**config.mk**
```make
export PLATFORM = sky130hd
export DESIGN_NAME = pic_ack_sequencer
export DESIGN_NICKNAME = d
export VERILOG_FILES = /design/src/rtl/pic_pkg.sv /design/src/rtl/pic_priority_resolver.sv /design/src/rtl/pic_ack_sequencer.sv
export SDC_FILE = /design/constraint.sdc
export NUM_CORES = 1
export LEC_CHECK = 0
export CAP_MARGIN = 15
export CORE_MARGIN = 2
export CORE_UTILIZATION = 35
export DETAILED_ROUTE_END_ITERATION = 7
export GPL_TIMING_DRIVEN = 1
export SLEW_MARGIN = 10
export SYNTH_ARGS = -nofsm -noshare
export SYNTH_HDL_FRONTEND = slang
export SYNTH_SLANG_ARGS = --single-unit
```
**constraint.sdc**
```tcl
create_clock -name clock -period 5.7 [get_ports clock]
set_input_delay 0.855 -clock clock [delete_from_list [all_inputs] [get_ports clock]]
set_output_delay 0.855 -clock clock [all_outputs]
set_load 0.01 [all_outputs]
```
**src/rtl/pic_pkg.sv**
```systemverilog
// Shared types and helpers for the 8259A-style acknowledge sequencer.
// Holds the FSM encoding, the CALL opcode and the rotating find-first.
package pic_pkg;

  typedef enum logic [2:0] {
    PIC_IDLE,
    PIC_ACK1,
    PIC_ACK2,
    PIC_ACK3,
    PIC_POLL
  } pic_ack_state_t;

  localparam logic [7:0] PIC_CALL_OPCODE = 8'hCD;
  localparam int         PIC_MAX_IRQ     = 32;

  typedef struct packed {
    logic       found;
    logic [4:0] idx;
  } pic_find_t;

  // Scan starts one past ptr, so ptr itself is the lowest priority.
  function automatic pic_find_t pic_rot_priority(
    input logic [31:0] vec,
    input logic [4:0]  ptr,
    input int          n
  );
    pic_find_t  r;
    logic [4:0] ch;
    r = '0;
    for (int k = 1; k <= PIC_MAX_IRQ; k++) begin
      ch = (ptr + 5'(k)) & 5'(n - 1);
      if (k <= n && !r.found && vec[ch]) begin
        r.found = 1'b1;
        r.idx   = ch;
      end
    end
    return r;
  endfunction

endpackage

```
**src/rtl/pic_priority_resolver.sv**
```systemverilog
// Rotating-priority find-first over a request or in-service vector.
// Index is only meaningful while valid is high.
module pic_priority_resolver
  import pic_pkg::*;
#(
  parameter  int NUM_IRQ = 8,
  localparam int ID_W    = $clog2(NUM_IRQ)
) (
  input  logic [NUM_IRQ-1:0] vec,
  input  logic [ID_W-1:0]    rot_ptr,
  output logic               valid,
  output logic [ID_W-1:0]    index
);

  pic_find_t f;

  always_comb begin
    f     = pic_rot_priority(32'(vec), 5'(rot_ptr), NUM_IRQ);
    valid = f.found;
    index = ID_W'(f.idx);
  end

endmodule

```
**src/rtl/pic_ack_sequencer.sv**
```systemverilog
// Clocked 8259A priority, in-service and INTA sequencing block.
// Define PIC_AUTO_ROTATE_EN to rotate priority on every EOI.
module pic_ack_sequencer
  import pic_pkg::*;
#(
  parameter  int NUM_IRQ  = 8,
  parameter  int VECTOR_W = 8,
  localparam int ID_W     = $clog2(NUM_IRQ)
) (
  input  logic                clock,
  input  logic                reset_n,
  input  logic [NUM_IRQ-1:0]  irq,
  input  logic                edge_mode,
  input  logic [NUM_IRQ-1:0]  mask,
  input  logic [VECTOR_W-1:0] vector_base,
  input  logic                mode_8086,
  input  logic                auto_eoi,
  input  logic                eoi_valid,
  input  logic                eoi_specific,
  input  logic [ID_W-1:0]     eoi_level,
  input  logic                poll_req,
  input  logic                inta_n,
  output logic                int_out,
  output logic                data_valid,
  output logic [VECTOR_W-1:0] data_out,
  output logic [NUM_IRQ-1:0]  irr,
  output logic [NUM_IRQ-1:0]  isr
);

  pic_ack_state_t      state, state_d;
  logic                inta_prev;
  logic [NUM_IRQ-1:0]  irq_prev;
  logic [ID_W-1:0]     ack_id, ack_id_d;
  logic                ack_real, ack_real_d;
  logic                latch, ack_done;
  logic                inta_fall, inta_rise;
  logic                win_v, top_v;
  logic [ID_W-1:0]     win_id, top_id;
  logic [ID_W-1:0]     win_rank, top_rank;
  logic                int_d, dv_d;
  logic [VECTOR_W-1:0] do_d;
  logic [NUM_IRQ-1:0]  irr_d, isr_d, ack_clr;

`ifdef PIC_AUTO_ROTATE_EN
  logic [ID_W-1:0] rot_ptr, rot_lvl;
  logic            rot_set;

  always_ff @(posedge clock or negedge reset_n) begin
    if (!reset_n) rot_ptr <= ID_W'(NUM_IRQ - 1);
    else if (rot_set) rot_ptr <= rot_lvl;
  end
`else
  logic [ID_W-1:0] rot_ptr;
  assign rot_ptr = ID_W'(NUM_IRQ - 1);
`endif

  pic_priority_resolver #(.NUM_IRQ(NUM_IRQ)) u_win (
    .vec     (irr & ~mask),
    .rot_ptr (rot_ptr),
    .valid   (win_v),
    .index   (win_id)
  );

  pic_priority_resolver #(.NUM_IRQ(NUM_IRQ)) u_top (
    .vec     (isr),
    .rot_ptr (rot_ptr),
    .valid   (top_v),
    .index   (top_id)
  );

  assign inta_fall = inta_prev & ~inta_n;
  assign inta_rise = ~inta_prev & inta_n;

  // Rank 0 is the highest-priority slot after rot_ptr.
  assign win_rank = win_id - rot_ptr - ID_W'(1);
  assign top_rank = top_id - rot_ptr - ID_W'(1);
  assign int_d    = win_v & (~top_v | (win_rank < top_rank));

  always_comb begin
    state_d = state;
    latch   = 1'b0;
    unique case (state)
      PIC_IDLE: begin
        if (inta_fall) begin
          state_d = PIC_ACK1;
          latch   = 1'b1;
        end else if (poll_req) begin
          state_d = PIC_POLL;
          latch   = 1'b1;
        end
      end
      PIC_ACK1: if (inta_rise) state_d = PIC_ACK2;
      PIC_ACK2: begin
        if (inta_rise)
          state_d = mode_8086 ? PIC_IDLE : PIC_ACK3;
      end
      PIC_ACK3: if (inta_rise) state_d = PIC_IDLE;
      PIC_POLL: state_d = PIC_IDLE;
      default:  state_d = PIC_IDLE;
    endcase
  end

  assign ack_done = inta_rise &
    ((state == PIC_ACK2 & mode_8086) | state == PIC_ACK3);

  always_comb begin
    ack_id_d   = ack_id;
    ack_real_d = ack_real;
    if (latch) begin
      ack_id_d   = win_v ? win_id : '1;
      ack_real_d = win_v;
    end
  end

  // EOI clears are applied before the acknowledge set.
  always_comb begin
    isr_d = isr;
`ifdef PIC_AUTO_ROTATE_EN
    rot_set = 1'b0;
    rot_lvl = rot_ptr;
`endif
    if (ack_done && auto_eoi && ack_real) begin
      isr_d[ack_id] = 1'b0;
`ifdef PIC_AUTO_ROTATE_EN
      rot_set = 1'b1;
      rot_lvl = ack_id;
`endif
    end
    if (eoi_valid) begin
      if (eoi_specific) begin
        if (isr[eoi_level]) begin
          isr_d[eoi_level] = 1'b0;
`ifdef PIC_AUTO_ROTATE_EN
          rot_set = 1'b1;
          rot_lvl = eoi_level;
`endif
        end
      end else if (top_v) begin
        isr_d[top_id] = 1'b0;
`ifdef PIC_AUTO_ROTATE_EN
        rot_set = 1'b1;
        rot_lvl = top_id;
`endif
      end
    end
    if (latch && win_v) isr_d[win_id] = 1'b1;
  end

  always_comb begin
    ack_clr = '0;
    if (latch && win_v) ack_clr = NUM_IRQ'(1) << win_id;
    if (edge_mode)
      irr_d = ((irr & ~ack_clr) | (irq & ~irq_prev)) & irq;
    else
      irr_d = irq;
  end

  always_comb begin
    dv_d = 1'b0;
    do_d = '0;
    unique case (state_d)
      PIC_ACK1: begin
        if (!inta_n && !mode_8086) begin
          dv_d = 1'b1;
          do_d = VECTOR_W'(PIC_CALL_OPCODE);
        end
      end
      PIC_ACK2: begin
        if (!inta_n) begin
          dv_d = 1'b1;
          do_d = {vector_base[VECTOR_W-1:ID_W], ack_id_d};
        end
      end
      PIC_ACK3: begin
        if (!inta_n) begin
          dv_d = 1'b1;
          do_d = vector_base;
        end
      end
      PIC_POLL: begin
        dv_d = 1'b1;
        if (ack_real_d) begin
          do_d[VECTOR_W-1] = 1'b1;
          do_d[ID_W-1:0]   = ack_id_d;
        end
      end
      default: ;
    endcase
  end

  always_ff @(posedge clock or negedge reset_n) begin
    if (!reset_n) begin
      state      <= PIC_IDLE;
      inta_prev  <= 1'b1;
      irq_prev   <= '0;
      ack_id     <= '0;
      ack_real   <= 1'b0;
      int_out    <= 1'b0;
      data_valid <= 1'b0;
      data_out   <= '0;
      irr        <= '0;
      isr        <= '0;
    end else begin
      state      <= state_d;
      inta_prev  <= inta_n;
      irq_prev   <= irq;
      ack_id     <= ack_id_d;
      ack_real   <= ack_real_d;
      int_out    <= int_d;
      data_valid <= dv_d;
      data_out   <= do_d;
      irr        <= irr_d;
      isr        <= isr_d;
    end
  end

endmodule

```
==> flow_summary.ini, run 1 <==
[run_status]
status = completed

[grt]
antenna_found_initial = 0
grt_remaining_overflow = 0
grt_use_total_pct = 17.4
grt_pass1_vias = 1847
grt_max_degree = 43
grt_pass1_wl_um = 8880

[synthesis]
synthArstFlopShare_pct = 100
synthFlopType = dfrtp_1
synth_compound_area_share_pct = 19.1
synth_xor_area_share_pct = 0
synthMuxAreaShare_pct = 1.07
synth_nets = 254
ys_types = 44
synth-simple-area-share_pct = 26.7
synth_top_family_by_area = simple AND/OR/NAND/NOR gates
synth_fa_ha_area_share_pct = 0.595
yosysSeqAreaShare_pct = 50.0
ys_warn_count = 0
netlist_instances = 217
ys_seq_elements = 42
synth_edf_count = 0
syn-cell-area_mm2 = 0.00210
syn_avg_cell_area_um2 = 9.70

[final_layout]
antenna_cells = 0
areaGrowthSynthToFinish_pct = 38.2
drive_gt1_share_pct = 7.07
final_util_pct = 49.7
nNetsFinal = 319

[worst_setup_path]
end_kind = flop
cpPeakStageDelay_ns = 0.61
crit_chain = clkdlybuf4s50_1, nor2b_4, or4b_4, o32ai_2, nand3_1, nand2_1, a31oi_1
critPathKind = primary input to flop
rr_startpoint = irr[1]
cp.arrival_ns = 3.08
start_kind = primary input
crit_slowest_cell = o32ai_2
crit_start = mask[1]
cp_top_family = simple AND/OR/NAND/NOR gates
crit_fanout = 11
required_ns = 5.86
path_buf_inv = 1

[die]
initial_core_util_pct = 36.0
die_width_um = 81.5
fp.dieArea_mm2 = 0.00665
design.core.area_mm2 = 0.00585
rows = 28
pin_count = 62
die_h_um = 81.5

[detailed_routing]
via_per_inst = 5.13
drc_errors = 0
wire_per_inst_um = 15.0
wl_met3_um = 330
wl_met1_um = 2540
dr.pass1.iters = 4
top_layer_used = met4
via_count = 1836
drtIter0Drc = 71
ant_nets = 0
wl_met2_um = 2450
wl_um = 5380

[power_and_ir_drop]
power_density_mw_per_mm2 = 402
leakage_nw = 1.23
ir_drop_mv = 0.187

[placed_design]
gp_congestion = 0.845
dp_hpwl_um = 4070
io_buffers = 61

[sta]
slew_violations = 0
setup_tns_ns = 0
hold_viol_final = 0
rsz0062_at_grt = no
final.setup_skew_ns = 0.00482
worst_pin_slew_ns = 0.945
timing.fmax_mhz = 342
worst_hold_slack_ns = 0.428
slew_headroom_pct = 37.0
period_share_pct = 51.4
finalCriticalPeriod_ns = 2.93
setup_viol = 0

[clock_tree]
htreeDepth = 2
clockBufferDepth = 2
root_buffer = clkbuf_8
cts_setup_buffers = 0
cts_resized = 0
worstSkewPairLatency_ns = 0.30
tritoncts = done
clk_pin_slew_ns = 0.08
cts_hold_buf = 0
cts_sinks = 42
cts_buffers = 5

[hold_path]
min_path_type = flop to flop
worstHoldStart = irq_prev[3]

[run]
cap_violations = 0
-- Yosys cell counts, types with 2 or more instances --
cell / instances / area (µm²)
a221o_1: 2 / 20.0
clkbuf_1: 2 / 7.51
nor2b_4: 2 / 27.5
or3_1: 3 / 18.8
nand2b_1: 12 / 75.1
nor3_1: 7 / 35.0
inv_1: 11 / 41.3
dfrtp_1: 41 / 1030
o31ai_1: 2 / 15.0
a221oi_1: 2 / 17.5
nand3b_1: 5 / 37.5
nand2_1: 26 / 97.6
a31oi_1: 7 / 43.8
o21a_1: 2 / 15.0
nor2_1: 16 / 60.1
o21ai_1: 2 / 10.0
nor2b_1: 5 / 31.3
a21o_1: 6 / 45.0
o21ai_0: 14 / 70.1
and2_1: 4 / 25.0
nand3_1: 9 / 45.0
o311ai_0: 2 / 17.5
o32ai_2: 2 / 32.5
a21oi_1: 9 / 45.0
nor4_1: 5 / 31.3
-- worst register-to-register path, delay by kind of cell (launching register included) --
family	cells	cell delay, ns
AO/OA/AOI/OAI	2	0.69
AND/OR/NAND/NOR	4	1.12
flip-flops	1	0.40
-- path summary, 6_finish.rpt --
kind | to | slack, ns | cells after the start
min | irr[3] | 0.43 | 1
max reg2reg | irr[5] | 3.34 | 6
min reg2reg | irr[3] | 0.43 | 1
min in group asynchronous | isr[1] | 0.69 | 1
max in group asynchronous | isr[5] | 4.41 | 1
max | irr[5] | 2.77 | 7
-- state kept, by name, summed over array words and instances, names as in the netlist --
register    flops
ack_id          3
irr             8
isr             8
state           3
data_out        8
inta_prev       1
ack_real        1
irq_prev        8
data_valid      1
int_out         1
-- routing by layer --
| metal | vias to the layer above | track usage (%) |
|---|---|---|
| li1 | 917 | - |
| met1 | 861 | 23.2 |
| met2 | 51 | 28.0 |
| met3 | 7 | 4.84 |
| met4 | 0 | 4.75 |
| met5 | - | 0 |
-- power breakdown --
group          switching, mW  total (mW)  internal, mW
logic                  0.219       0.455         0.237
registers             0.0882       0.466         0.378
clock network          0.105       0.248         0.143
total                  0.412        1.17         0.758
-- cell usage in the layout, fill, tap and decap left out, types with 6 or more instances in the layout --
cell type	n
a21o_1	6
a21oi_1	9
a31oi_1	7
clkbuf_8	6
clkdlybuf4s50_1	60
dfrtp_1	41
inv_1	11
nand2_1	26
nand2b_1	12
nand3_1	9
nor2_1	16
nor3_1	7
o21ai_0	14
-- logic make-up after synthesis --
logic type / after synthesis
buffers and inverters: 14
muxes: 1
and+or+nand+nor: 101
AOI/OAI and AO/OA: 58
DFF: 42
adders and majority gates: 1
-- through the flow --
stage	instance area, µm²	total power [mW]	setup slack, ns	std cells
after global routing	2910	1.25	2.63	358
after CTS	2910	1.18	2.77	358
after detailed placement	2790	0.929	2.44	350
after global placement	2790	0.928	2.48	350
after floorplan	2100	0.712	3.29	217
final	2910	1.17	2.77	358
-- layout make-up --
type | instances | area, µm²
Fill cell | 550 | 2940
Sequential cell | 42 | 1050
Multi-Input combinational cell | 161 | 998
Timing Repair Buffer | 61 | 606
Tap cell | 75 | 93.8
Clock buffer | 7 | 86.3
Inverter | 11 | 41.3
Clock inverter | 1 | 30.0
No activity file was read; power rests on OpenSTA's default activity.
==> run 2: changes to the inputs <==
- clock period: 5.7 -> 2.39 ns (I/O delays scaled with it)
==> run 2 against run 1 <==
Via count increased by 4.1%; register-to-register slack got worse by 3.1 ns; routed wire length increased by 2.4%; utilization increased by 1.8 points.
==> flow_summary.ini, run 2 (synthesis gave the netlist of run 1 again) <==
[final_layout]
final_util_pct = 51.5
drive_gt1_share_pct = 12.7
antenna_cells = 0
nNetsFinal = 336
areaGrowthSynthToFinish_pct = 43.2
layout_common_cells = clkdlybuf4s50_1, dfrtp_1, nand2_1
mostFrequentLayoutCell = clkdlybuf4s50_1

[power_and_ir_drop]
power_density_mw_per_mm2 = 905
pwr-share-seq_pct = 40.9
ir_drop_mv = 0.447
p_clk_share_pct = 17.9
switchingPower_mw = 1.01
comb_power_share_pct = 41.3
leakage_nw = 1.30
power.internal_mw = 1.72
swShare_pct = 37.1

[clock_tree]
clockBufferDepth = 2
cts_setup_buffers = 0
cts_resized = 0
tritoncts = done
cts_sinks = 42
clk_pin_slew_ns = 0.09
root_buffer = clkbuf_8
cts_hold_buf = 0
htreeDepth = 2
worstSkewPairLatency_ns = 0.30
cts_buffers = 5

[hold_path]
min_path_type = primary input to async pin

[worst_setup_path]
cpPeakStageDelay_ns = 0.58
rrSetupSlack_ns = 0.28
rr_startpoint = isr[0]
r2r_end = isr[7]
crit_fanout = 4
rr_worst_depth = 6
required_ns = 2.59
crit_chain = clkdlybuf4s50_1, nor2b_4, or4b_4, buf_4, a21oi_1, ha_1, nand2_1, nor2_1, a221oi_1
critPathKind = primary input to flop
cp.arrival_ns = 2.37
end_kind = flop
crit_slowest_cell = or4b_4
start_kind = primary input

[detailed_routing]
ant_nets = 0
drtIter0Drc = 56
wire_per_inst_um = 14.7
via_per_inst = 5.10
drc_errors = 0
via_count = 1911
wl_um = 5510
dr.pass1.iters = 6

[sta]
setup_slack_ns = 0.213
setup_viol = 0
worst_pin_slew_ns = 0.800
period_share_pct = 91.1
hold_viol_final = 0
slew_violations = 0
final.setup_skew_ns = 0.0123
slew_headroom_pct = 46.1
finalCriticalPeriod_ns = 2.18
rsz0062_at_grt = no
timing.fmax_mhz = 459

[run]
cap_violations = 0

[placed_design]
io_buffers = 61
dp_hpwl_um = 4410
dp_slack_ns = -0.111
gp_congestion = 0.814

[grt]
grt_pass1_vias = 1955
grt_max_degree = 27
grt_use_total_pct = 18.6
antenna_found_initial = 0
grt_remaining_overflow = 0
grt_pass1_wl_um = 9300

[die]
die_width_um = 81.5
pin_count = 62
die_h_um = 81.5
initial_core_util_pct = 36.0
design.core.area_mm2 = 0.00585
fp.dieArea_mm2 = 0.00665
rows = 28

[run_status]
status = completed
## run 2: final cells by class
type	instances	area (µm²)
multi-input combinational	161	998
inverter	11	41.3
tap	75	93.8
clock inverter	3	26.3
sequential	42	1050
clock buffer	5	68.8
timing repair buffer	78	733
fill	552	2840
## run 2: power groups by stage
| stage | logic [mW] | clock network, mW | registers, mW |
|---|---|---|---|
| 3_5_place_dp | 1.14 | 0 | 1.12 |
| 4_1_cts | 1.14 | 0.506 | 1.11 |
| 6_report | 1.13 | 0.487 | 1.12 |
| 5_1_grt | 1.26 | 0.542 | 1.15 |
| 3_3_place_gp | 1.12 | 0 | 1.12 |
| 2_1_floorplan | 0.565 | 0 | 1.13 |
## run 2: per-layer routing
metal | global-route usage [%] | up-vias | routed length [µm]
met1 | 23.3 | 899 | 2490
met5 | 0 | - | 0
met2 | 31.3 | 51 | 2660
met4 | 5.93 | 0 | 62
li1 | - | 953 | -
met3 | 4.73 | 8 | 301
## run 2: how the worst max path moves through the flow
stage	startpoint	endpoint	slack, ns	cells after the start
after floorplan	irr[1]	data_out[0]	0.34	5
after global placement	mask[1]	irr[6]	-0.09	7
after detailed placement	mask[1]	irr[6]	-0.11	7
after CTS	mask[1]	irr[6]	0.22	7
after global routing	mask[1]	int_out	0.08	9
final	mask[1]	int_out	0.21	9
## run 2: worst max-delay path, delay by kind of cell
kind	cells	cell delay (ns)
and+or+nand+nor	4	0.73
adders and majority gates	1	0.25
buffers and inverters	2	0.66
AOI/OAI and AO/OA	2	0.38
## run 2: stage by stage
stage	hold slack, ns	area [µm²]	total power, mW	instances	TNS [ns]
2_1_floorplan	0.0629	2100	1.70	217	0
3_3_place_gp	0.391	2920	2.25	367	-0.274
3_5_place_dp	0.396	2920	2.26	367	-0.408
4_1_cts	0.0607	3010	2.76	375	0
5_1_grt	0.0862	3010	2.95	375	0
6_report	0.0503	3010	2.73	375	0
